==> src/rtl/divider.sv <==
// Iterative unsigned restoring divider with optional fixed-point scaling; one quotient bit per clock.
// Latency: done high N = C_WIDTH+FIXED_POINT cycles after acceptance (1 cycle when b=0); issue interval N+2.
// Backpressure: trigger is sampled only while ready=1; triggers during CALC/DONE are dropped, not queued.
module divider #(
    parameter int C_WIDTH     = 8,
    parameter int FIXED_POINT = 0
) (
    input  logic               ctl_clk,
    input  logic               reset,
    input  logic               trigger,
    input  logic [C_WIDTH-1:0] a,
    input  logic [C_WIDTH-1:0] b,
    output logic [C_WIDTH-1:0] q,
    output logic [C_WIDTH-1:0] r,
    output logic               ready,
    output logic               done,
    output logic               div_by_zero,
    output logic               overflow
);

    localparam int N  = C_WIDTH + FIXED_POINT;
    localparam int CW = $clog2(N + 1);

    typedef enum logic [1:0] {
        S_IDLE = 2'd0,
        S_CALC = 2'd1,
        S_DONE = 2'd2
    } state_t;

    state_t             r_state;
    state_t             w_state_nxt;

    logic [N-1:0]       r_dvd;   // extended dividend, consumed MSB first
    logic [C_WIDTH-1:0] r_div;   // latched divisor
    logic [C_WIDTH-1:0] r_rem;   // partial remainder, always < r_div
    logic [N-2:0]       r_quo;   // quotient bits collected so far
    logic [CW-1:0]      r_cnt;   // CALC edges remaining
    logic [C_WIDTH-1:0] r_q;
    logic [C_WIDTH-1:0] r_r;
    logic               r_dbz;
    logic               r_ovf;

    logic [C_WIDTH:0]   w_rem_shift;
    logic [C_WIDTH:0]   w_sub;
    logic               w_ge;
    logic [C_WIDTH-1:0] w_rem_nxt;
    logic [N-1:0]       w_quo_nxt;
    logic               w_last;
    logic               w_ovf;

    // One restoring step: since rem < b, the C_WIDTH+1 bit difference's MSB is a true sign bit.
    always_comb begin
        w_rem_shift = {r_rem, r_dvd[N-1]};
        w_sub       = w_rem_shift - {1'b0, r_div};
        w_ge        = ~w_sub[C_WIDTH];
        w_rem_nxt   = w_ge ? w_sub[C_WIDTH-1:0] : w_rem_shift[C_WIDTH-1:0];
        w_quo_nxt   = {r_quo, w_ge};
        w_last      = (r_cnt == CW'(1));
        w_ovf       = ((w_quo_nxt >> C_WIDTH) != '0);
    end

    // State register.
    always_ff @(posedge ctl_clk) begin
        if (reset) r_state <= S_IDLE;
        else       r_state <= w_state_nxt;
    end

    // Next-state logic; a zero divisor still passes through a single CALC cycle so done lands one cycle after E1.
    always_comb begin
        w_state_nxt = r_state;
        case (r_state)
            S_IDLE:  if (trigger) w_state_nxt = S_CALC;
            S_CALC:  if (w_last)  w_state_nxt = S_DONE;
            S_DONE:  w_state_nxt = S_IDLE;
            default: w_state_nxt = S_IDLE;
        endcase
    end

    // Handshake outputs decoded from state.
    always_comb begin
        ready = (r_state == S_IDLE);
        done  = (r_state == S_DONE);
    end

    // Datapath: operand capture, shift/subtract iterations, result load on the final step.
    always_ff @(posedge ctl_clk) begin
        if (reset) begin
            r_dvd <= '0;
            r_div <= '0;
            r_rem <= '0;
            r_quo <= '0;
            r_cnt <= '0;
            r_q   <= '0;
            r_r   <= '0;
            r_dbz <= 1'b0;
            r_ovf <= 1'b0;
        end else begin
            case (r_state)
                S_IDLE: begin
                    if (trigger) begin
                        r_div <= b;
                        r_rem <= '0;
                        r_quo <= '0;
                        if (b != '0) begin
                            r_dvd <= N'(a) << FIXED_POINT;
                            r_cnt <= CW'(N);
                        end else begin
                            // keep a unscaled: it becomes the remainder directly
                            r_dvd <= N'(a);
                            r_cnt <= CW'(1);
                        end
                    end
                end
                S_CALC: begin
                    r_dvd <= {r_dvd[N-2:0], 1'b0};
                    r_rem <= w_rem_nxt;
                    r_quo <= w_quo_nxt[N-2:0];
                    r_cnt <= r_cnt - CW'(1);
                    if (w_last) begin
                        if (r_div == '0) begin
                            r_q   <= '1;
                            r_r   <= r_dvd[C_WIDTH-1:0];
                            r_dbz <= 1'b1;
                            r_ovf <= 1'b0;
                        end else begin
                            r_q   <= w_ovf ? '1 : w_quo_nxt[C_WIDTH-1:0];
                            r_r   <= w_rem_nxt;
                            r_dbz <= 1'b0;
                            r_ovf <= w_ovf;
                        end
                    end
                end
                default: ;
            endcase
        end
    end

    assign q           = r_q;
    assign r           = r_r;
    assign div_by_zero = r_dbz;
    assign overflow    = r_ovf;

endmodule

==> config.mk <==
export PLATFORM = sky130hd
export DESIGN_NAME = divider
export DESIGN_NICKNAME = d
export VERILOG_FILES = /design/src/rtl/divider.sv
export SDC_FILE = /design/constraint.sdc
export NUM_CORES = 1
export LEC_CHECK = 0
export ABC_CLOCK_PERIOD_IN_PS = 3100
export CAP_MARGIN = 20
export CORE_ASPECT_RATIO = 0.75
export CORE_MARGIN = 10
export CORE_UTILIZATION = 35
export DETAILED_ROUTE_END_ITERATION = 12
export PLACE_DENSITY_LB_ADDON = 0.1
export SKIP_LAST_GASP = 1
export SLEW_MARGIN = 20
export SYNTH_ARGS = -nofsm -noshare
export SYNTH_HDL_FRONTEND = slang
export SYNTH_SLANG_ARGS = --single-unit
==> constraint.sdc <==
create_clock -name ctl_clk -period 3.1 [get_ports ctl_clk]
set_input_delay 0.93 -clock ctl_clk [delete_from_list [all_inputs] [get_ports ctl_clk]]
set_output_delay 0.93 -clock ctl_clk [all_outputs]
set_load 0.02 [all_outputs]
# Word level (Yosys, flattened, before mapping)
# Index checks and enable logic that the tools add are counted.
# Widths: inputs -> output; s select.
[word_totals] register_bits=54 output_inout_bits=20 elab_cells=41
[classes] n_addsub=2 eq_ne=5 n_mux=16 bitwise_logic=1 reduce_logical=8
[op_table] operator="$mux 8" count=5
[op_table] operator="$pmux 8 s2" count=2
[op_table] operator="$pmux 7 s2" count=1
[op_table] operator="$sub 9x8->9" count=1
[op_table] operator="$logic_not 8->1" count=1
[op_table] operator="$mux 4" count=2
[op_table] operator="$pmux 4 s2" count=1
[op_table] operator="$reduce_and 2->1" count=4
[op_table] operator="$reduce_bool 8->1" count=1
[op_table] operator="$mux 7" count=1
[op_table] operator="$eq 4x1->1 const B" count=1
[op_table] operator="$mux 2" count=2
[op_table] operator="$ne 2x2->1 const B" count=2
[op_table] operator="$pmux 2 s2" count=1
[op_table] operator="$sub 4x1->4 const B" count=1
[op_table] operator="$eq 2x1->1 const B" count=1
[op_table] operator="$eq 2x2->1 const B" count=1
[op_table] operator="$logic_not 2->1" count=1
[op_table] operator="$reduce_bool 2->1" count=1
[op_table] operator="$mux 1" count=1
[op_table] operator="$not 1->1" count=1

# Longest topological paths before layout
# Gate-level depths: netlist of run 1.
[depth] word_depth=4 depth_mapped=10 mapped_depth_nobuf=9

# Worst setup path after synthesis of run 1
# No wires, ideal clock.
[synth_path] path_type="flip-flop to flip-flop" from="register r_dvd[7]" to="register r_r[4], in the netlist r[4]" setup_time_ps=130 arrival_time_ps=2271 t_required_ps=2970 slack_ps=699 stages_incl_launch_ff=11 path_cell_list="dfxtp_1 > inv_1 > ha_1 > inv_1 > fa_1 > a211oi_4 > o211ai_2 > a221oi_4 > buf_6 > mux2i_1 > o22ai_1"
[synth_between] elab_chain_len=3
[synth_lines] item="from (decl)" line="33" text="logic [N-1:0] r_dvd;"
[synth_lines] item="from (signal assigned)" line="105" text="r_dvd <= N'(a) << FIXED_POINT;"
[synth_lines] item="from (signal assigned)" line="109" text="r_dvd <= N'(a);"
[synth_lines] item="from (signal assigned)" line="115" text="r_dvd <= {r_dvd[N-2:0], 1'b0};"
[synth_lines] item="$sub 9x8->9" line="54" text="w_sub = w_rem_shift - {1'b0, r_div};"
[synth_lines] item="$mux 8" line="56" text="w_rem_nxt = w_ge ? w_sub[C_WIDTH-1:0] : w_rem_shift[C_WIDTH-1:0];"
[synth_lines] item="$mux 8" line="120" text="if (r_div == '0) begin"
[synth_lines] item="to (signal assigned)" line="122" text="r_r <= r_dvd[C_WIDTH-1:0];"
[synth_lines] item="to (signal assigned)" line="127" text="r_r <= w_rem_nxt;"
[synth_lines] item="to (decl)" line="39" text="logic [C_WIDTH-1:0] r_r;"
# Every way passes these cells.
# A chain may end at the register's enable or synchronous reset.

# Worst setup path after layout of run 1
[layout_path] from="register r_dvd[7]" to="register r_rem[0]"
[layout_between] elab_chain_len=3
[layout_lines] item="$sub 9x8->9" line="54"
[layout_lines] item="$mux 8 (*)" line="56"
[layout_lines] item="$pmux 8 s2 (*)" line="98" text="case (r_state)"
[layout_lines] item="to (signal assigned)" line="116" text="r_rem <= w_rem_nxt;"
[layout_lines] item="to (decl)" line="35" text="logic [C_WIDTH-1:0] r_rem;"
# Mark *: on every way between the ends. The rest lies on a longest branch, timed or not.

==> impl_metrics.tcl, run 1 <==
set metrics [dict create \
    fin_crit_sh_pct 84.39 \
    ant_nets 0 \
    fp-row-count 27 \
    synth_cell_types 53 \
    io_pins 39 \
    startpoint "r_dvd[7]" \
    grt_first_pass_wirelength_mm 12.00 \
    grt_max_degree 27 \
    p_leak_nw 1.172 \
    final_cell_mix "dfxtp_1 (54), nand2_1 (53), nor2_1 (40)" \
    grtUsageMet2_pct 17.72 \
    post_cts_resized 0 \
    r2r_slack_ps 480 \
    fin_setup_tns_ps 0 \
    slew_violations 0 \
    grt_use_met1_pct 19.01 \
    port_buffers 37 \
    maxCapViolCount 0 \
    rr_worst_depth 10 \
    post_cts_buffers 0 \
    clkLatencyLatePin_ps 310 \
    start_kind "flip-flop" \
    vdd_drop_max_v 0.0002523 \
    async_reset_ff_share_pct 0 \
    dieWidth_um 121.5 \
    synth_cells 332 \
    clock_skew_ps 12.76 \
    synth.cell_area_mm2 0.002703 \
    antenna_cells 0 \
    hp-class "reg -> reg" \
    start_util_pct 36.36 \
    htree_num_levels 2 \
    ys_warn_count 0 \
    clock.fmax_mhz 382.2 \
    hold-path-cell-count 2 \
    setup_viol 0 \
    layout_commonest_cell "dfxtp_1" \
    crit_path_frequent_cell "inv_1" \
    postSynthAreaPerCell_um2 8.140 \
    grt_busiest_layer "met1" \
    avgViaCountPerCell 5.146 \
    yosys-top-cells-area "dfxtp_1 (40%), nand2_1 (7.4%), nor2_1 (5.6%)" \
    hold-path-endpoint "r_quo[6]" \
    clock-sinks 54 \
    finalPower_mw 1.747 \
    synth_top_area_cell "dfxtp_1" \
    cp_slowest_cell "fa_1" \
    crit_arrival_ps 2850 \
    tightest_slew_ps 658.7 \
    gp_congestion 0.8384 \
    crit_fanout 15 \
    drc_errors 0 \
    vias 2403 \
    grtUsageTotal_pct 12.67 \
    slowest_delay_ps 420 \
    path_cells "inv_1 > ha_1 > inv_1 > fa_1 > a211oi_4 > o211ai_2 > a221oi_4 > buf_4 > mux2_2 > o21ai_1" \
    grt-ovfl-total 0 \
    core_area_mm2 0.007432 \
    firstDrtPassIters 5 \
    synth_nets 362 \
    first_iter_violations 133 \
    status "finished clean" \
    ys_seq_area_share_pct 40.00 \
    grt.met3_usage_pct 2.982 \
    drive_above_1_share_pct 7.104 \
    wl_per_cell_um 15.44 \
    fp.dieH_um 96.10 \
    power-per-cell-area_mw_per_mm2 534.2 \
    place_hpwl_mm 5.305 \
    clockBufferDepth 2 \
    n_fill_cell 796 \
    synth_edf_count 0 \
    rr_startpoint "r_dvd[7]" \
    holdBufCountCts 0 \
    fin_crit_ps 2616 \
    antenna_found_initial 0 \
    critPathRequiredTime_ps 3330 \
    end_kind "flip-flop" \
    grt_pass1_vias 2312 \
    final_hold_viol_count 0 \
    synthFlopType "dfxtp_1" \
    root_buffer "clkbuf_8" \
    drt-total-wl_mm 7.210 \
    nets 395 \
    cts_buffers 5 \
    reg2reg_to "r_rem[0]" \
    synth_seq_cells 54 \
    dieArea_mm2 0.01167 \
    rsz0062_at_grt "no" \
    min_from "r_quo[6]" \
    synth_top_area_share_pct 40.00 \
    syn2layout_area_growth_pct 21.02 \
    path_clk_slew_ps 100 \
    relSlewSlack_pct 55.79 \
    crit_type "reg -> reg" \
    cts_tree "yes" \
]
## where the power goes
group,total [mW],internal [mW],switching [mW]
clock,0.470,0.241,0.229
sequential,0.771,0.735,0.0361
combinational,0.506,0.215,0.291
total,1.75,1.19,0.556
## synthesized netlist by cell type, types with 3 or more instances
cell type	count
buf_2	3
a311oi_1	7
o211ai_1	3
nor4_1	3
nand2b_1	6
a22oi_1	8
nand2_1	53
o21ai_1	11
nor3_1	8
dfxtp_1	54
clkbuf_1	11
o21ai_0	13
a21oi_1	25
ha_1	10
nand3_1	10
xor2_1	4
o22ai_1	6
mux2i_1	6
nor2_1	40
inv_1	14
## state kept, by name, indices dropped and copies added (netlist names)
name,count
r,8
q,8
r_div,8
r_rem,8
r_dvd,8
div_by_zero,1
r_cnt,4
r_quo,7
r_state,2
## cell families (layout without fill, tap and decap cells)
group	after synthesis	in the layout	synth area share, %
simple gates	133	133	22.64
compound gates	90	90	22.64
flops	54	54	40.00
buf+inv	31	65	4.861
fa+ha+maj	11	11	5.370
mux	8	8	3.056
xor+xnor	4	4	1.296
other cells	1	1	0.1388
## layout make-up
cell class | instances | area, µm² | share of cell area [%]
Inverter | 14 | 52.55 | 1.607
Multi-Input combinational cell | 247 | 1490 | 45.56
Clock buffer | 6 | 72.57 | 2.219
Timing Repair Buffer | 43 | 410.4 | 12.55
Tap cell | 101 | 126.4 | 3.864
Sequential cell | 54 | 1081 | 33.05
Clock inverter | 2 | 37.54 | 1.148
## metrics by stage
stage / cells / utilization [%] / cell area [µm²] / worst slack, ps / hold slack, ps
2_1_floorplan: 332 / - / 2703 / 699.0 / 443.8
3_3_place_gp: 459 / 42.53 / 3161 / 560.7 / 459.3
3_5_place_dp: 459 / 42.53 / 3161 / 527.8 / 461.8
4_1_cts: 467 / 44.01 / 3271 / 502.1 / 476.6
5_1_grt: 467 / 44.01 / 3271 / 321.2 / 498.9
6_report: 467 / 44.01 / 3271 / 483.9 / 475.0
## how the worst max path moves through the flow
stage | endpoint | slack [ps] | depth (start not counted)
floorplan | r[4] | 700 | 10
global placement | r_rem[0] | 560 | 10
detailed placement | r_rem[0] | 530 | 10
CTS | r_rem[0] | 500 | 10
global route | r_rem[0] | 320 | 10
finish | r_rem[0] | 480 | 10
## critical path, delay by kind of cell (launching register included)
kind                       cells  cell delay, ps
AOI/OAI and AO/OA              4             840
adders and majority gates      2             580
buffers and inverters          3             400
muxes                          1             380
DFF                            1             350
## layer usage
metal	share of wire [%]	wire length (µm)
met5	0	0
met4	0.55	40
met3	4.4	318
met2	41	2931
met1	54	3920
Power figures use the tool's default switching activity.
==> run 2: changes to the inputs <==
ABC_CLOCK_PERIOD_IN_PS = 2400   (was 3100)
clock period = 2.4 ns   (was 3.1 ns; I/O delays follow)
==> impl_metrics.tcl, run 2 (synthesis results as in run 1) <==
set metrics [dict create \
    io_pins 39 \
    r2r_slack_ps -8 \
    fin_area_mm2 0.003537 \
    antenna_cells 0 \
    end_kind "flip-flop" \
    fin_ws_ps -8.088 \
    fp.dieH_um 96.10 \
    slew_violations 0 \
    place_hpwl_mm 5.438 \
    avgViaCountPerCell 5.161 \
    clock_skew_ps 15.06 \
    clock-sinks 54 \
    setup_viol 4 \
    sw_frac_of_total_pct 31.76 \
    clkLatencyLatePin_ps 320 \
    critPathRequiredTime_ps 2610 \
    port_buffers 37 \
    fin_crit_ps 2408 \
    cts_tree "yes" \
    grt_pass1_vias 2384 \
    finalPower_mw 2.539 \
    grtUsageMet2_pct 18.35 \
    cts_buffers 5 \
    rsz0062_at_grt "yes" \
    clock.fmax_mhz 415.3 \
    violations "negative setup slack" \
    ant_nets 0 \
    crit_type "reg -> reg" \
    fin_crit_sh_pct 100.3 \
    p_leak_nw 1.275 \
    wl_per_cell_um 15.21 \
    start_util_pct 36.36 \
    maxCapViolCount 0 \
    layout_commonest_cell "nand2_1" \
    tightest_slew_ps 699.3 \
    grt_use_met1_pct 17.96 \
    core_area_mm2 0.007432 \
    grt_busiest_layer "met2" \
    drive_above_1_share_pct 14.66 \
    root_buffer "clkbuf_8" \
    final_hold_viol_count 0 \
    timing.hold.ws_ps 469.3 \
    gp_congestion 0.8112 \
    antenna_found_initial 0 \
    status "finished with violations" \
    crit_fanout 6 \
    grt.met3_usage_pct 2.982 \
    drt-total-wl_mm 7.346 \
    dpl_worst_slack_ps -86.34 \
    p_switching_mw 0.8063 \
    htree_num_levels 2 \
    combPwrFrac_pct 36.0 \
    n_fill_cell 742 \
    clockBufferDepth 2 \
    grt_first_pass_wirelength_mm 11.94 \
    p_int_mw 1.733 \
    power-per-cell-area_mw_per_mm2 717.8 \
    grt-ovfl-total 0 \
    fp-row-count 27 \
    seqCellArea_mm2 0.001084 \
    path_clk_slew_ps 110 \
    dieWidth_um 121.5 \
    p_clk_share_pct 24.7 \
    multi_input_area_mm2 0.001575 \
    relSlewSlack_pct 53.21 \
    place_area_mm2 0.003261 \
    nets 411 \
    final_cell_mix "nand2_1 (53), dfxtp_1 (52), nor2_1 (40)" \
    start_kind "flip-flop" \
    drc_errors 0 \
    vdd_drop_max_v 0.0003104 \
    first_iter_violations 130 \
    p_seq_share_pct 39.4 \
    crit_arrival_ps 2610 \
    dieArea_mm2 0.01167 \
    vias 2493 \
    syn2layout_area_growth_pct 30.88 \
    grt_max_degree 33 \
    grtUsageTotal_pct 12.50 \
    firstDrtPassIters 5 \
    hp-class "reg -> reg" \
]
==> run 2: cell count changes in the layout (fill, tap and decap cells not counted), moves of 3 or more <==
cell and change:
buf_12 +4, buf_4 +12, mux2i_1 -3, mux2i_4 +3
==> run 2: per-stage QoR <==
stage	instances	setup TNS, ps	util (%)
6_report	483	-15.19	47.59
5_1_grt	483	-859.1	47.59
4_1_cts	480	0	46.14
3_5_place_dp	468	-145.8	43.87
3_3_place_gp	468	-79.35	43.87
2_1_floorplan	332	0	-
==> run 2: path summary, 6_finish.rpt <==
path	start	to	cells after the start
setup / recovery	r_dvd[7]	r[4]	11
hold / removal	r_quo[4]	r_quo[5]	2
setup reg to reg	r_dvd[7]	r[4]	11
hold reg to reg	r_quo[4]	r_quo[5]	2
==> run 2: power by group through the flow <==
stage / Clock [mW] / Sequential (mW) / Combinational (mW)
after floorplan: 0 / 1.01 / 0.488
after global placement: 0 / 1.02 / 0.698
after detailed placement: 0 / 1.02 / 0.699
after CTS: 0.637 / 0.995 / 0.802
after global routing: 0.673 / 1.01 / 0.991
final: 0.627 / 0.999 / 0.913
==> run 2: critical path, cell delays in order, from the launching register on <==
cell and delay [ps]:
dfxtp_2 330, inv_2 60, ha_4 120, inv_2 40
fa_2 410, a211oi_4 280, o211ai_2 120, a221oi_4 340
buf_12 170, buf_12 110, mux2i_4 220, o22ai_1 100
==> run 2: final cells by class <==
type / count / share of cell area, %
well taps: 101 / 3.573
inverters: 14 / 1.486
flip-flops and latches: 54 / 30.63
multi-input cells: 247 / 44.53
clock buffers: 5 / 1.946
clock inverters: 3 / 1.273
repair buffers: 59 / 16.55
==> run 2: repair_timing <==
action	in CTS	in global routing
hold endpoints to repair	0	0
gates resized for setup	0	18
hold buffers	0	0
pin swaps	2	9
gates cloned	0	0
buffers inserted	4	3
setup endpoints to repair	5	14
==> run 2: layer usage <==
layer | part of all wire, % | vias to the layer above
met5 | 0 | -
met3 | 5.1 | 7
met1 | 52 | 1156
met2 | 42 | 62
li1 | - | 1268
met4 | 1.0 | 0
==> run 3: changes to the inputs <==
ABC_CLOCK_PERIOD_IN_PS = 2100   (was 2400)
PLACE_DENSITY = 0.6   (was not set)
PLACE_DENSITY_LB_ADDON = not set   (was 0.1)
clock period = 2.1 ns   (was 2.4 ns; I/O delays follow)
==> impl_metrics.tcl, run 3 (synthesis results as in run 1) <==
set metrics [dict create \
    setup_viol 16 \
    final_cell_mix "nand2_1 (53), dfxtp_1 (52), nor2_1 (40), buf_4 (40), clkdlybuf4s50_1 (35)" \
    violations "negative setup slack" \
    startpoint "r_dvd[7]" \
    vdd_drop_max_v 0.0002946 \
    crit_fanout 10 \
    power-per-cell-area_mw_per_mm2 737.5 \
    dieArea_mm2 0.01167 \
    place_hpwl_mm 5.706 \
    combPwrFrac_pct 34.0 \
    crit_path_frequent_cell "inv_2" \
    grt_use_met1_pct 18.26 \
    dieWidth_um 121.5 \
    layout.cells.non_filler 502 \
    syn2layout_area_growth_pct 31.71 \
    core_area_mm2 0.007432 \
    antenna_cells 0 \
    drc_errors 0 \
    holdBufCountCts 0 \
    path_buf_inv 3 \
    fin_crit_sh_pct 108.4 \
    tightest_slew_ps 584.6 \
    slew_violations 0 \
    relSlewSlack_pct 60.02 \
    grt_pass1_vias 2343 \
    grtUsageTotal_pct 12.37 \
    utilization_pct 47.90 \
    grt_first_pass_wirelength_mm 11.81 \
    first_iter_violations 128 \
    min_from "r_div[6]" \
    grtUsageMet2_pct 18.03 \
    grt_busiest_layer "met1" \
    nets 430 \
    status "finished with violations" \
    path_clk_slew_ps 90 \
    clkLatencyLatePin_ps 300 \
    fin_crit_ps 2277 \
    fp.dieH_um 96.10 \
    grt.met3_usage_pct 2.398 \
    dpl_worst_slack_ps -279.4 \
    crit_arrival_ps 2460 \
    n_fill_cell 761 \
    p_int_mw 1.782 \
    fin_ws_ps -177.1 \
    slowest_delay_ps 360 \
    p_switching_mw 0.8433 \
    p_clk_share_pct 22.8 \
    root_buffer "clkbuf_8" \
    port_buffers 37 \
    start_kind "flip-flop" \
    critPathRequiredTime_ps 2290 \
    gp_congestion 0.8516 \
    start_util_pct 36.36 \
    cts_buffers 5 \
    dp_cells 491 \
    seqCellArea_mm2 0.001084 \
    antenna_found_initial 0 \
    cts_tree "yes" \
    fp-row-count 27 \
    grt_max_degree 21 \
    multi_input_area_mm2 0.001523 \
    drive_above_1_share_pct 17.46 \
    clockBufferDepth 2 \
    ant_nets 0 \
    vias 2541 \
    maxCapViolCount 0 \
    path_cells "inv_2 > ha_4 > inv_2 > fa_2 > a211oi_4 > o211ai_2 > a221oi_4 > buf_6 > mux2i_2 > o22ai_1" \
    finalPower_mw 2.625 \
    sw_frac_of_total_pct 32.12 \
    drt-total-wl_mm 7.288 \
    avgViaCountPerCell 5.062 \
    cpLargestDelayFamily "compound AO/OA/AOI/OAI gates" \
    grt-ovfl-total 0 \
    firstDrtPassIters 4 \
    end_kind "flip-flop" \
    layout_commonest_cell "nand2_1" \
    p_leak_nw 1.345 \
    htree_num_levels 2 \
    fin_setup_tns_ps -2204 \
    hp-class "reg -> reg" \
    crit_type "reg -> reg" \
    rr_startpoint "r_dvd[7]" \
    final_hold_viol_count 0 \
    cp_slowest_cell "fa_2" \
    clock-sinks 54 \
    clock.fmax_mhz 439.2 \
    io_pins 39 \
    clock_skew_ps 5.937 \
    wl_per_cell_um 14.52 \
    p_seq_share_pct 43.3 \
    rsz0062_at_grt "yes" \
]
## run 3: cell count changes in the layout (fill, tap and decap cells not counted), sizes merged
| cell | previous run | this run |
|---|---|---|
| clkdlybuf4s50 | 37 | 35 |
| clkinvlp | 2 | 1 |
| buf | 22 | 41 |
| clkbuf | 5 | 6 |
| bufinv | 1 | 0 |
| dlygate4sd2 | 0 | 2 |
| clkinv | 0 | 1 |
## run 3: power by group through the flow
stage | combinational [mW] | sequential, mW | clock (mW)
floorplan | 0.561 | 1.16 | 0
global placement | 0.840 | 1.16 | 0
detailed placement | 0.851 | 1.16 | 0
CTS | 0.878 | 1.14 | 0.623
global route | 0.979 | 1.14 | 0.663
finish | 0.892 | 1.14 | 0.598
## run 3: stage by stage
step	hold WS, ps	cell area, µm²
after CTS	479.0	3533
after global routing	509.1	3560
final	481.6	3560
after floorplan	443.8	2719
after detailed placement	463.0	3422
after global placement	456.3	3422
## run 3: what timing repair did
action / 4_1_cts / 5_1_grt
buffers inserted: 1 / 2
setup endpoints to repair: 19 / 25
pin swaps: 2 / 0
gates resized for setup: 5 / 3
## run 3: tightest hold or removal path: cells and delay by family (launching register included)
| kind | cells | cell delay (ps) |
|---|---|---|
| flops | 1 | 330 |
| simple gates | 1 | 60 |
| compound gates | 1 | 50 |
## run 3: area by class of cell
type	count	area share [%]
Tap cell	101	3.550
Inverter	14	1.476
Clock inverter	2	0.3515
Timing Repair Buffer	78	19.09
Sequential cell	54	30.44
Multi-Input combinational cell	247	42.78
Clock buffer	6	2.320
## run 3: worst paths after layout
path	to	slack, ps	cells past startpoint
worst max-delay path	r[4]	-180	10
worst min-delay path	r_div[6]	480	2
worst max register to register	r[4]	-180	10
worst min register to register	r_div[6]	480	2
## run 3: routing by layer
metal	share of wire [%]	up-vias	wire, µm
met4	0.47	0	34
met1	50	1180	3667
met2	44	56	3222
met5	0	-	0
li1	-	1301	-
met3	5.0	4	364
